==> src/rtl/operand_pair_sync_pkg.sv <==
// Shared defaults and helpers for operand_pair_sync and its lane FIFOs.
package operand_pair_sync_pkg;

  localparam int unsigned DEF_N     = 16;
  localparam int unsigned DEF_DEPTH = 4;

  function automatic int unsigned clog2(input int unsigned v);
    int unsigned r;
    int unsigned x;
    r = 0;
    x = (v > 0) ? v - 1 : 0;
    while (x > 0) begin
      r++;
      x = x >> 1;
    end
    return r;
  endfunction

endpackage

==> src/rtl/operand_pair_sync_fifo.sv <==
// Single-lane circular FIFO; the caller only asserts push when space exists or a pop frees a slot.
module stream_lane_fifo
  import operand_pair_sync_pkg::*;
#(
  parameter int unsigned N     = DEF_N,
  parameter int unsigned DEPTH = DEF_DEPTH,
  localparam int unsigned AW   = clog2(DEPTH),
  localparam int unsigned CW   = AW + 1
) (
  input  logic          CLK,
  input  logic          RST,
  input  logic          push,
  input  logic [N-1:0]  din,
  input  logic          pop,
  output logic [N-1:0]  head,
  output logic [CW-1:0] count,
  output logic          full,
  output logic          empty
);

  logic [N-1:0]  mem [DEPTH];
  logic [AW-1:0] wr_ptr;
  logic [AW-1:0] rd_ptr;
  logic [CW-1:0] count_next;

  always_comb begin
    count_next = count;
    case ({push, pop})
      2'b10:   count_next = count + 1'b1;
      2'b01:   count_next = count - 1'b1;
      default: count_next = count;
    endcase
  end

  always_ff @(posedge CLK) begin
    if (RST) begin
      wr_ptr <= '0;
      rd_ptr <= '0;
      count  <= '0;
      full   <= 1'b0;
    end else begin
      if (push) wr_ptr <= wr_ptr + 1'b1;
      if (pop)  rd_ptr <= rd_ptr + 1'b1;
      count <= count_next;
      full  <= (count_next == CW'(DEPTH));
    end
  end

  always_ff @(posedge CLK) begin
    if (push) mem[wr_ptr] <= din;
  end

  assign head  = mem[rd_ptr];
  assign empty = (count == '0);

endmodule

==> src/rtl/operand_pair_sync.sv <==
// Pairs two skewed operand streams through per-lane FIFOs and releases aligned pairs.
// Optional macro OPERAND_PAIR_SYNC_BYPASS_EN: simultaneous arrivals into empty FIFOs skip buffering.
module operand_pair_sync
  import operand_pair_sync_pkg::*;
#(
  parameter int unsigned N     = DEF_N,
  parameter int unsigned DEPTH = DEF_DEPTH
) (
  input  logic         CLK,
  input  logic         RST,
  input  logic         EN,
  input  logic         R_IN1,
  input  logic [N-1:0] D_IN1,
  input  logic         R_IN2,
  input  logic [N-1:0] D_IN2,
  output logic         R_OUT1,
  output logic [N-1:0] D_OUT1,
  output logic         R_OUT2,
  output logic [N-1:0] D_OUT2,
  output logic         FULL1,
  output logic         FULL2,
  output logic         OVF
);

  localparam int unsigned CW = clog2(DEPTH) + 1;

  logic [N-1:0]  head1, head2;
  logic [CW-1:0] count1, count2;
  logic          full1, full2, empty1, empty2;
  logic          pop, push1, push2, bypass, drop;
  logic          r_out;

  always_comb begin
    pop = EN && (count1 != '0) && (count2 != '0);
`ifdef OPERAND_PAIR_SYNC_BYPASS_EN
    bypass = EN && empty1 && empty2 && R_IN1 && R_IN2;
`else
    bypass = 1'b0;
`endif
    // A full lane still accepts when the pair pop frees its head slot this edge.
    push1 = EN && R_IN1 && !bypass && (!full1 || pop);
    push2 = EN && R_IN2 && !bypass && (!full2 || pop);
    drop  = EN && ((R_IN1 && full1 && !pop) || (R_IN2 && full2 && !pop));
  end

  stream_lane_fifo #(.N(N), .DEPTH(DEPTH)) u_lane1 (
    .CLK   (CLK),
    .RST   (RST),
    .push  (push1),
    .din   (D_IN1),
    .pop   (pop),
    .head  (head1),
    .count (count1),
    .full  (full1),
    .empty (empty1)
  );

  stream_lane_fifo #(.N(N), .DEPTH(DEPTH)) u_lane2 (
    .CLK   (CLK),
    .RST   (RST),
    .push  (push2),
    .din   (D_IN2),
    .pop   (pop),
    .head  (head2),
    .count (count2),
    .full  (full2),
    .empty (empty2)
  );

  always_ff @(posedge CLK) begin
    if (RST) begin
      r_out  <= 1'b0;
      D_OUT1 <= '0;
      D_OUT2 <= '0;
      OVF    <= 1'b0;
    end else if (EN) begin
      if (pop) begin
        r_out  <= 1'b1;
        D_OUT1 <= head1;
        D_OUT2 <= head2;
      end else if (bypass) begin
        r_out  <= 1'b1;
        D_OUT1 <= D_IN1;
        D_OUT2 <= D_IN2;
      end else begin
        r_out <= 1'b0;
      end
      if (drop) OVF <= 1'b1;
    end
  end

  assign R_OUT1 = r_out;
  assign R_OUT2 = r_out;
  assign FULL1  = full1;
  assign FULL2  = full2;

endmodule

==> config.mk <==
export PLATFORM = sky130hd
export DESIGN_NAME = operand_pair_sync
export DESIGN_NICKNAME = d
export VERILOG_FILES = /design/src/rtl/operand_pair_sync_pkg.sv /design/src/rtl/operand_pair_sync_fifo.sv /design/src/rtl/operand_pair_sync.sv
export SDC_FILE = /design/constraint.sdc
export NUM_CORES = 1
export LEC_CHECK = 0
export BUFFER_PORTS_ARGS = -buffer_cell sky130_fd_sc_hd__buf_2
export CAP_MARGIN = 15
export CORE_ASPECT_RATIO = 1.2
export CORE_UTILIZATION = 55
export CTS_BUF_LIST = sky130_fd_sc_hd__clkbuf_16
export DETAILED_ROUTE_END_ITERATION = 8
export GPL_TIMING_DRIVEN = 1
export PLACE_DENSITY = 0.86
export REMOVE_ABC_BUFFERS = 1
export SLEW_MARGIN = 20
export SYNTH_ARGS = -nofsm -noshare
export SYNTH_HDL_FRONTEND = slang
export SYNTH_SLANG_ARGS = --single-unit
==> constraint.sdc <==
create_clock -name CLK -period 3 [get_ports CLK]
set_input_delay 0.15 -clock CLK [delete_from_list [all_inputs] [get_ports CLK]]
set_output_delay 0.15 -clock CLK [all_outputs]
set_load 0.01 [all_outputs]
Word level (Yosys, flattened, before mapping):

Memory sizes are Yosys's and may differ from the RTL's. A register that Yosys moved wholly into a read port is not among the register bits.
Index checks and enable logic that the tools add are counted.

* register bits: 18
* RAM bits: 128
* bits of input ports: 37
* output and inout port bits: 37
* word-level logic and storage cells: 54
* memories kept: 2

Memory list
* u_lane1.mem: depth 4, width 16, read ports 1, clocked after memory_dff 1, wr ports 1, RTL line operand_pair_sync_fifo.sv:21 `logic [N-1:0] mem [DEPTH];`
* u_lane2.mem: depth 4, width 16, read ports 1, clocked after memory_dff 1, wr ports 1, RTL line operand_pair_sync_fifo.sv:21

* add/sub/neg operators: 8
* eq/ne operators: 6
* muxes and demuxes: 7
* reductions and logical operators: 21

Operators with widths (count)
* $pmux W3 S2: 2
* $logic_and A1 B1 Y1: 11
* $add A2 B1 Y2 const B: 4
* $add A3 B1 Y3 const B: 2
* $eq A3 B3 Y1 const B: 2
* $reduce_bool A3 Y1: 2
* $sub A3 B1 Y3 const B: 2
* $mux W1: 5
* $eq A2 B1 Y1 const B: 2
* $eq A2 B2 Y1 const B: 2
* $reduce_and A2 Y1: 2
* $logic_not A1 Y1: 3
* $logic_or A1 B1 Y1: 3

Logic depth before layout (Yosys ltp):

Gate-level depths: netlist of the first run.

* depth after elaboration: 8
* depth in mapped cells: 10
* depth with buffers taken out: 9

Hierarchy:

Synthesis of the first run repeated with hierarchy kept, for this count alone.

* cell total of the unflattened synthesis: 425
* area total of the unflattened synthesis: 7250.7 µm²

Modules (own cells, without submodules)
* stream_lane_fifo at u_lane1: times used 1, cells each 135, area each 2834.0 µm², sequential area each 2122.0 µm²
* stream_lane_fifo at u_lane2: times used 1, cells each 135, area each 2830.2 µm², sequential area each 2122.0 µm²
* operand_pair_sync: times used 1, cells each 155, area each 1586.5 µm², sequential area each 680.7 µm²

Worst setup path after synthesis of the first run:

OpenSTA, ideal clock, no wires.

* kind: register to register
* start: register u_lane1.count[0]
* end: register u_lane2.full
* library setup time: 0.086 ns
* arrival time: 2.172 ns
* required time: 2.914 ns
* slack: 0.742 ns
* cell stages (with the launch flop): 10
* buffers on the path: 0
* period minus slack after synthesis: 2.258 ns
* cells stage by stage: dfxtp_1 nor3_2 a221oi_2 inv_1 ha_1 inv_1 fa_1 xor2_1 or3_1 a211oi_1

* cells in the longest elaborated chain, start to end: 8
* elaborated cells between the ends (all ways): 9
* those cells by class: eq/ne: 3; mux: 1; reduce/logical: 5

RTL lines
* start: declaration: RTL line operand_pair_sync_fifo.sv:16 `output logic [CW-1:0] count,`
* start signal: assignment: RTL line operand_pair_sync_fifo.sv:44 `count <= count_next;`
* $reduce_bool A3 Y1 *: RTL line operand_pair_sync.sv:34 `pop = EN && (count1 != '0) && (count2 != '0);`
* $logic_and A1 B1 Y1 * (2 in series): RTL line operand_pair_sync.sv:34
* $logic_or A1 B1 Y1: RTL line operand_pair_sync.sv:42 `push2 = EN && R_IN2 && !bypass && (!full2 || pop);`
* $logic_and A1 B1 Y1: RTL line operand_pair_sync.sv:42
* $eq A2 B1 Y1 / $eq A2 B2 Y1 (equally long branches): RTL line operand_pair_sync_fifo.sv:28 `case ({push, pop})`
* $pmux W3 S2 *: RTL line operand_pair_sync_fifo.sv:28
* $eq A3 B3 Y1 *: RTL line operand_pair_sync_fifo.sv:45 `full <= (count_next == CW'(DEPTH));`
* end signal: assignment: RTL line operand_pair_sync_fifo.sv:45
* end: declaration: RTL line operand_pair_sync_fifo.sv:17 `output logic full,`

Mark *: on every way between the ends. The rest lies on a longest branch, timed or not.
A chain may end at the register's enable or synchronous reset.

Final worst setup path of the first run:

Same ends and word-level chain as after synthesis.

==> metrics.yaml, run 1 <==
routing:
  highest_layer: "met4"
  drc: 0
  met2_length_um: 8170
  drtPass1Iterations: 9
  drt-total-wl_um: 15300
  drt_iter0_drc: 330
  wl_met1_um: 5650
  wl_per_cell_um: 21.2
  ant_nets: 0
  met3WireLength_um: 1050
  viasPerCell: 6.16
  vias: 4438
timing:
  worstMarginPinSlew_ns: 1.10
  drv_slew: 0
  relSlewSlack_pct: 27.0
  whs_ns: 0.163
  setup_viol: 0
  min_period_ns: 2.52
  rsz0062_at_grt: "false"
  hold_viol: 0
  period_share_pct: 83.8
  fin_skew_ns: 0.00944
  fmax_mhz: 398
  setup_ws_ns: 0.485
place:
  gp_congestion: 0.743
  hpwl_um: 8610
  post-place-ws_ns: 0.494
  io_buffers: 73
clock_tree:
  clockRootBuffer: "clkbuf_16"
  ctsLongestPathBuffers: 2
  htreeDepth: 4
  cts_tree: "done"
  cts_num_sinks: 178
  insertion_delay_ns: 0.43
  clk_pin_slew_ns: 0.07
  numCtsBuffers: 17
run_status:
  outcome: "complete, no violations"
die:
  die_width_um: 106
  std_cell_rows: 45
  io-pin-count: 74
  dieArea_um2: 13300
  start_util_pct: 56.2
  coreArea_um2: 12600
  die_y_um: 126
worst_setup_path:
  reg2reg_slack_ns: 0.48
  reg2reg_to: "u_lane2.full"
  crit_end: "u_lane2.full"
  endpoint_kind: "register"
  crit_path_frequent_cell: "inv_1"
  timing.critical_path.from: "u_lane1.count[0]"
  worstPathRequired_ns: 3.34
  timing.critical_path.buf_inv: 3
  cp_slowest_cell: "dfxtp_1"
  worst-path-stages: 10
  worstPathMaxFanout: 7
  cp_data_arrival_time_ns: 2.85
  cp_cell_sequence: "nor3_4 -> a221oi_2 -> buf_4 -> inv_1 -> ha_1 -> inv_1 -> fa_1 -> xor2_1 -> or3_1 -> a211oi_1"
  worst_setup_path_start_kind: "register"
  reg2reg_from: "u_lane1.count[0]"
  worstSetupPathType: "register to register"
  cpPeakStageDelay_ns: 0.38
  reg2reg_depth: 10
  crit_family: "simple AND/OR/NAND/NOR gates"
global_route:
  antenna_found_initial: 0
  grt_use_total_pct: 24.4
  grt_pass1_wl_um: 23900
  grt_max_degree: 57
  grt_overflow: 0
  first_global_vias: 4536
logic_synthesis:
  async_reset_ff_share_pct: 0
  yosysWarnings: 0
  synth_edf_count: 128
  ys_top_cells_by_count: "edfxtp_1, dfxtp_1, a21oi_1"
  synth.most_common_cell: "edfxtp_1"
  yosysSeqAreaShare_pct: 68.3
  syn_inst: 442
  ys.flop_type: "edfxtp_1"
  synth.avg_cell_area_um2: 16.0
  synth-seq-cells: 178
  ys_types: 35
  syn-cell-area_um2: 7090
  synth_top_area_share_pct: 54.2
  synth_top_cell_by_area: "edfxtp_1"
  synthTopCellsByArea: "edfxtp_1, dfxtp_1, mux4_2"
pwr:
  ir_drop_mv: 0.470
  p_leak_nw: 2.95
  pwr_density_cell_nw_per_um2: 695
cells_and_area:
  diodes: 0
  area.growth.synth_to_final_pct: 20.1
  fin_nets: 593
  drive_gt1_share_pct: 28.7
min_path:
  hp-class: "primary input to register"
run:
  maxCapViolCount: 0
[repair_timing]
item,in CTS,in global routing
gates resized for setup,0,0
setup buffers,0,0
hold endpoints to repair,128,0
hold buffers,32,0
[metal layers]
layer,vias up,GRT usage (%)
li1,1943,-
met1,2245,29.0
met2,210,41.3
met3,40,5.96
met4,0,12.7
met5,-,0
[how the worst min path moves through the flow]
stage	cells past startpoint	endpoint	start
after global routing	3	D_OUT1[1]	EN
after detailed placement	1	u_lane1.mem[1][11]	D_IN1[11]
after CTS	3	D_OUT1[3]	EN
after global placement	1	u_lane2.mem[2][12]	D_IN2[12]
after floorplan	1	D_OUT1[0]	RST
final	3	D_OUT1[3]	EN
[where the power goes]
group          switching [mW]  internal, mW
registers              0.0644          2.73
clock network           0.944          1.32
logic                   0.550         0.297
total                    1.56          4.35
[placed cells by master (no fill, tap or decap), drive strengths merged, types with 4 or more instances in the layout]
master         n
xor2           4
mux4          32
a21oi         38
ha            10
edfxtp       128
mux2           4
nand4         32
o31ai         34
inv           18
nand2          5
buf           88
clkinv         9
nand2b         4
and2           8
or3            4
dfxtp         50
clkbuf        17
dlygate4sd3   32
nor2           9
nor2b          7
[through the flow]
step                total power [mW]  cells  setup TNS [ns]  area, µm²  util, %
floorplan                       3.30    405           -1.54       6890        -
global placement                3.61    657               0       7580     60.1
detailed placement              3.65    657               0       7580     60.1
CTS                             5.92    721               0       8510     67.5
global route                    6.09    721               0       8510     67.5
finish                          5.91    721               0       8510     67.5
[cells by family after synthesis]
logic type / Yosys count / share of synthesized area [%]
compound gates: 82 / 7.66
xor+xnor: 4 / 0.494
fa+ha+maj: 12 / 2.33
buf+inv: 52 / 3.64
flops: 178 / 68.3
mux: 39 / 11.2
simple gates: 75 / 6.30
[sequential cells by signal (all words and copies together), names as in the netlist, 2 cells and up]
signal          cells
u_lane1.wr_ptr      2
u_lane1.rd_ptr      2
u_lane1.count       3
D_OUT2             16
u_lane2.wr_ptr      2
u_lane1.mem        64
D_OUT1             16
u_lane2.rd_ptr      2
u_lane2.mem        64
u_lane2.count       3
[area by class of cell]
| class | count | area [µm²] |
|---|---|---|
| Clock inverter | 15 | 183 |
| Multi-Input combinational cell | 212 | 2000 |
| Fill cell | 795 | 4100 |
| Clock buffer | 17 | 425 |
| Sequential cell | 178 | 4840 |
| Timing Repair Buffer | 120 | 798 |
| Inverter | 15 | 56.3 |
| Tap cell | 164 | 205 |
[worst register-to-register path, delay by kind of cell (launching register included)]
family / cells / cell delay [ns]
xor gates and xnor gates: 1 / 0.17
DFF: 1 / 0.38
adders and majority gates: 2 / 0.55
buffers and inverters: 3 / 0.29
and+or+nand+nor: 2 / 0.69
AOI/OAI and AO/OA: 2 / 0.35
No activity file was read; power rests on OpenSTA's default activity.
==> run 2, diff against run 1 <==
==> constraint.sdc (replaced) <==
create_clock -name CLK -period 2.4 [get_ports CLK]
set_input_delay 0.12 -clock CLK [delete_from_list [all_inputs] [get_ports CLK]]
set_output_delay 0.12 -clock CLK [all_outputs]
set_load 0.01 [all_outputs]
==> run 2 against run 1 <==
The flow now finishes with violations (design-rule violations). Largest cell class unchanged. Flip-flop and latch count did not move. Sequential power rose by 25%. Maximum frequency rose by 9.4%. Combinational power rose by 32%. Register-to-register slack got worse by 0.38 ns.
==> metrics.yaml, run 2 (same netlist as run 1, synthesis figures left out) <==
min_path:
  hold_start: "EN"
  hp-class: "primary input to register"
timing:
  rsz0062_at_grt: "true"
  drv_slew: 0  # unchanged
  fmax_mhz: 435  # +9.4%
  setup_viol: 0  # unchanged
  worstMarginPinSlew_ns: 0.891  # -0.205 ns
  period_share_pct: 95.8  # +12 points
  relSlewSlack_pct: 40.5  # +14 points
  fin_skew_ns: 0.00859  # -0.000849 ns
  setup_tns_ns: 0  # unchanged
  min_period_ns: 2.30  # -0.217 ns
  whs_ns: 0.145  # -0.0178 ns
  hold_viol: 0  # unchanged
  setup_ws_ns: 0.101  # -0.383 ns
pwr:
  combPwrFrac_pct: 14.8  # +0.5 points
  ir_drop_mv: 0.729  # +55%
  p_int_mw: 5.61  # +29%
  p_seq_share_pct: 46.0  # -1.3 points
  p_leak_nw: 3.02  # +2.1%
  power.switching_mw: 2.00  # +28%
  clkPwrFrac_pct: 39.2  # +0.9 points
  pwr_density_cell_nw_per_um2: 880  # +27%
  swShare_pct: 26.2  # -0.13 points
worst_setup_path:
  worstSetupPathType: "register to register"
  endpoint_kind: "register"
  worstPathMaxFanout: 4  # -3
  cp_data_arrival_time_ns: 2.64  # -0.21 ns
  timing.critical_path.from: "u_lane1.count[1]"
  worstPathRequired_ns: 2.74  # -0.60 ns
  reg2reg_from: "u_lane1.count[1]"
  reg2reg_slack_ns: 0.10  # -0.38 ns
  worst_setup_path_start_kind: "register"
cells_and_area:
  multiInputGateArea_um2: 2020  # +1.0%
  reg.largest.list: "u_lane1.mem x64, u_lane2.mem x64"
  layout_commonest_cell: "edfxtp_1"
  regArea_um2: 4850  # +0.13%
  fin_cells: 730  # +1.2%
  layout_common_cells: "edfxtp_1, buf_2, dfxtp_1"
  fin_nets: 602  # +1.5%
  drive_gt1_share_pct: 31.8  # +3.1 points
  diodes: 0  # unchanged
  fill_cells: 796  # +0.13%
  area.growth.synth_to_final_pct: 21.9
routing:
  met3WireLength_um: 1170  # +12%
  drt-total-wl_um: 15300  # -0.15%
  drt_iter0_drc: 353  # +7.0%
  ant_nets: 0  # unchanged
  highest_layer: "met4"
  viasPerCell: 6.12  # -0.50%
  met2_length_um: 8010  # -1.9%
  drc: 3  # +3
  wl_per_cell_um: 21.0  # -1.4%
  vias: 4471  # +0.74%
  wl_met1_um: 5800  # +2.6%
  drtPass1Iterations: 7  # -2
run_status:
  outcome: "complete, but fails checks"
  violations: "design-rule violations"
place:
  dp_cells: 664  # +1.1%
  hpwl_um: 8760  # +1.8%
  gp_congestion: 0.719  # -3.2%
  post-place-ws_ns: -0.00442  # -0.498 ns
  io_buffers: 73  # unchanged
global_route:
  grt_overflow: 0  # unchanged
  antenna_found_initial: 0  # unchanged
  first_global_vias: 4677  # +3.1%
  grt_pass1_wl_um: 24300  # +1.5%
  grt_max_degree: 42  # -26%
  grt_use_total_pct: 24.3  # -0.094 points
run:
  maxCapViolCount: 0  # unchanged
clock_tree:
  clk_pin_slew_ns: 0.07  # about the same
  numCtsBuffers: 17  # unchanged
  insertion_delay_ns: 0.42  # about the same
  ctsLongestPathBuffers: 2  # unchanged
  htreeDepth: 4  # unchanged
  cts_num_sinks: 178  # unchanged
  cts_tree: "done"
  clockRootBuffer: "clkbuf_16"
die:
  die_width_um: 106  # unchanged
  dieArea_um2: 13300  # unchanged
  io-pin-count: 74  # unchanged
  coreArea_um2: 12600  # unchanged
  start_util_pct: 56.2  # unchanged
  die_y_um: 126  # unchanged
  std_cell_rows: 45  # unchanged
## run 2: changes by cell type in the layout (fill, tap and decap cells not counted), moves of 4 or more
cell     before  now
buf_4        15   24
dfxtp_1      50   45
dfxtp_2       0    5
inv_6         2    6
## run 2: what timing repair did
item,CTS,global route
endpoints found under the setup margin,1,4
buffers inserted,0,2
hold endpoints to repair,128,0
hold buffers,32,0
resized for setup,1,9
pin swaps,2,3
## run 2: critical path, stage by stage (launching register included)
cell,delay [ns]
dfxtp_2,0.35
nor3_4,0.31
a221oi_4,0.12
inv_1,0.07
ha_1,0.17
inv_1,0.07
fa_1,0.38
xor2_1,0.16
or3_1,0.35
a211oi_2,0.23
## run 2: path summary, 6_finish.rpt
kind / endpoint / depth (start not counted)
min: D_OUT1[0] / 3
max: u_lane1.full / 9
min reg2reg: OVF / 2
max reg2reg: u_lane1.full / 9
## run 2: final cells by class
class / instances / area share (%)
Tap cell: 164 / 2.38
Inverter: 15 / 0.652
Clock buffer: 17 / 4.92
Sequential cell: 178 / 56.1
Timing Repair Buffer: 129 / 10.0
Clock inverter: 15 / 2.52
Multi-Input combinational cell: 212 / 23.4
## run 2: per-layer routing
metal,up-vias,global-route usage [%]
li1,1964,-
met1,2239,29.5
met2,232,41.3
met3,36,6.32
met4,0,10.4
met5,-,0
## run 2: through the flow
stage / cell area, µm² / util (%) / total power, mW
detailed placement: 7630 / 60.5 / 4.59
global route: 8640 / 68.5 / 7.82
floorplan: 6890 / - / 4.12
finish: 8640 / 68.5 / 7.60
CTS: 8600 / 68.2 / 7.58
global placement: 7630 / 60.5 / 4.54
## run 2: power groups by stage
| stage | sequential (mW) | combinational (mW) | clock, mW |
|---|---|---|---|
| 3_3_place_gp | 3.54 | 0.994 | 0 |
| 5_1_grt | 3.51 | 1.20 | 3.11 |
| 2_1_floorplan | 3.59 | 0.533 | 0 |
| 6_report | 3.49 | 1.12 | 2.98 |
| 3_5_place_dp | 3.55 | 1.03 | 0 |
| 4_1_cts | 3.49 | 1.08 | 3.00 |
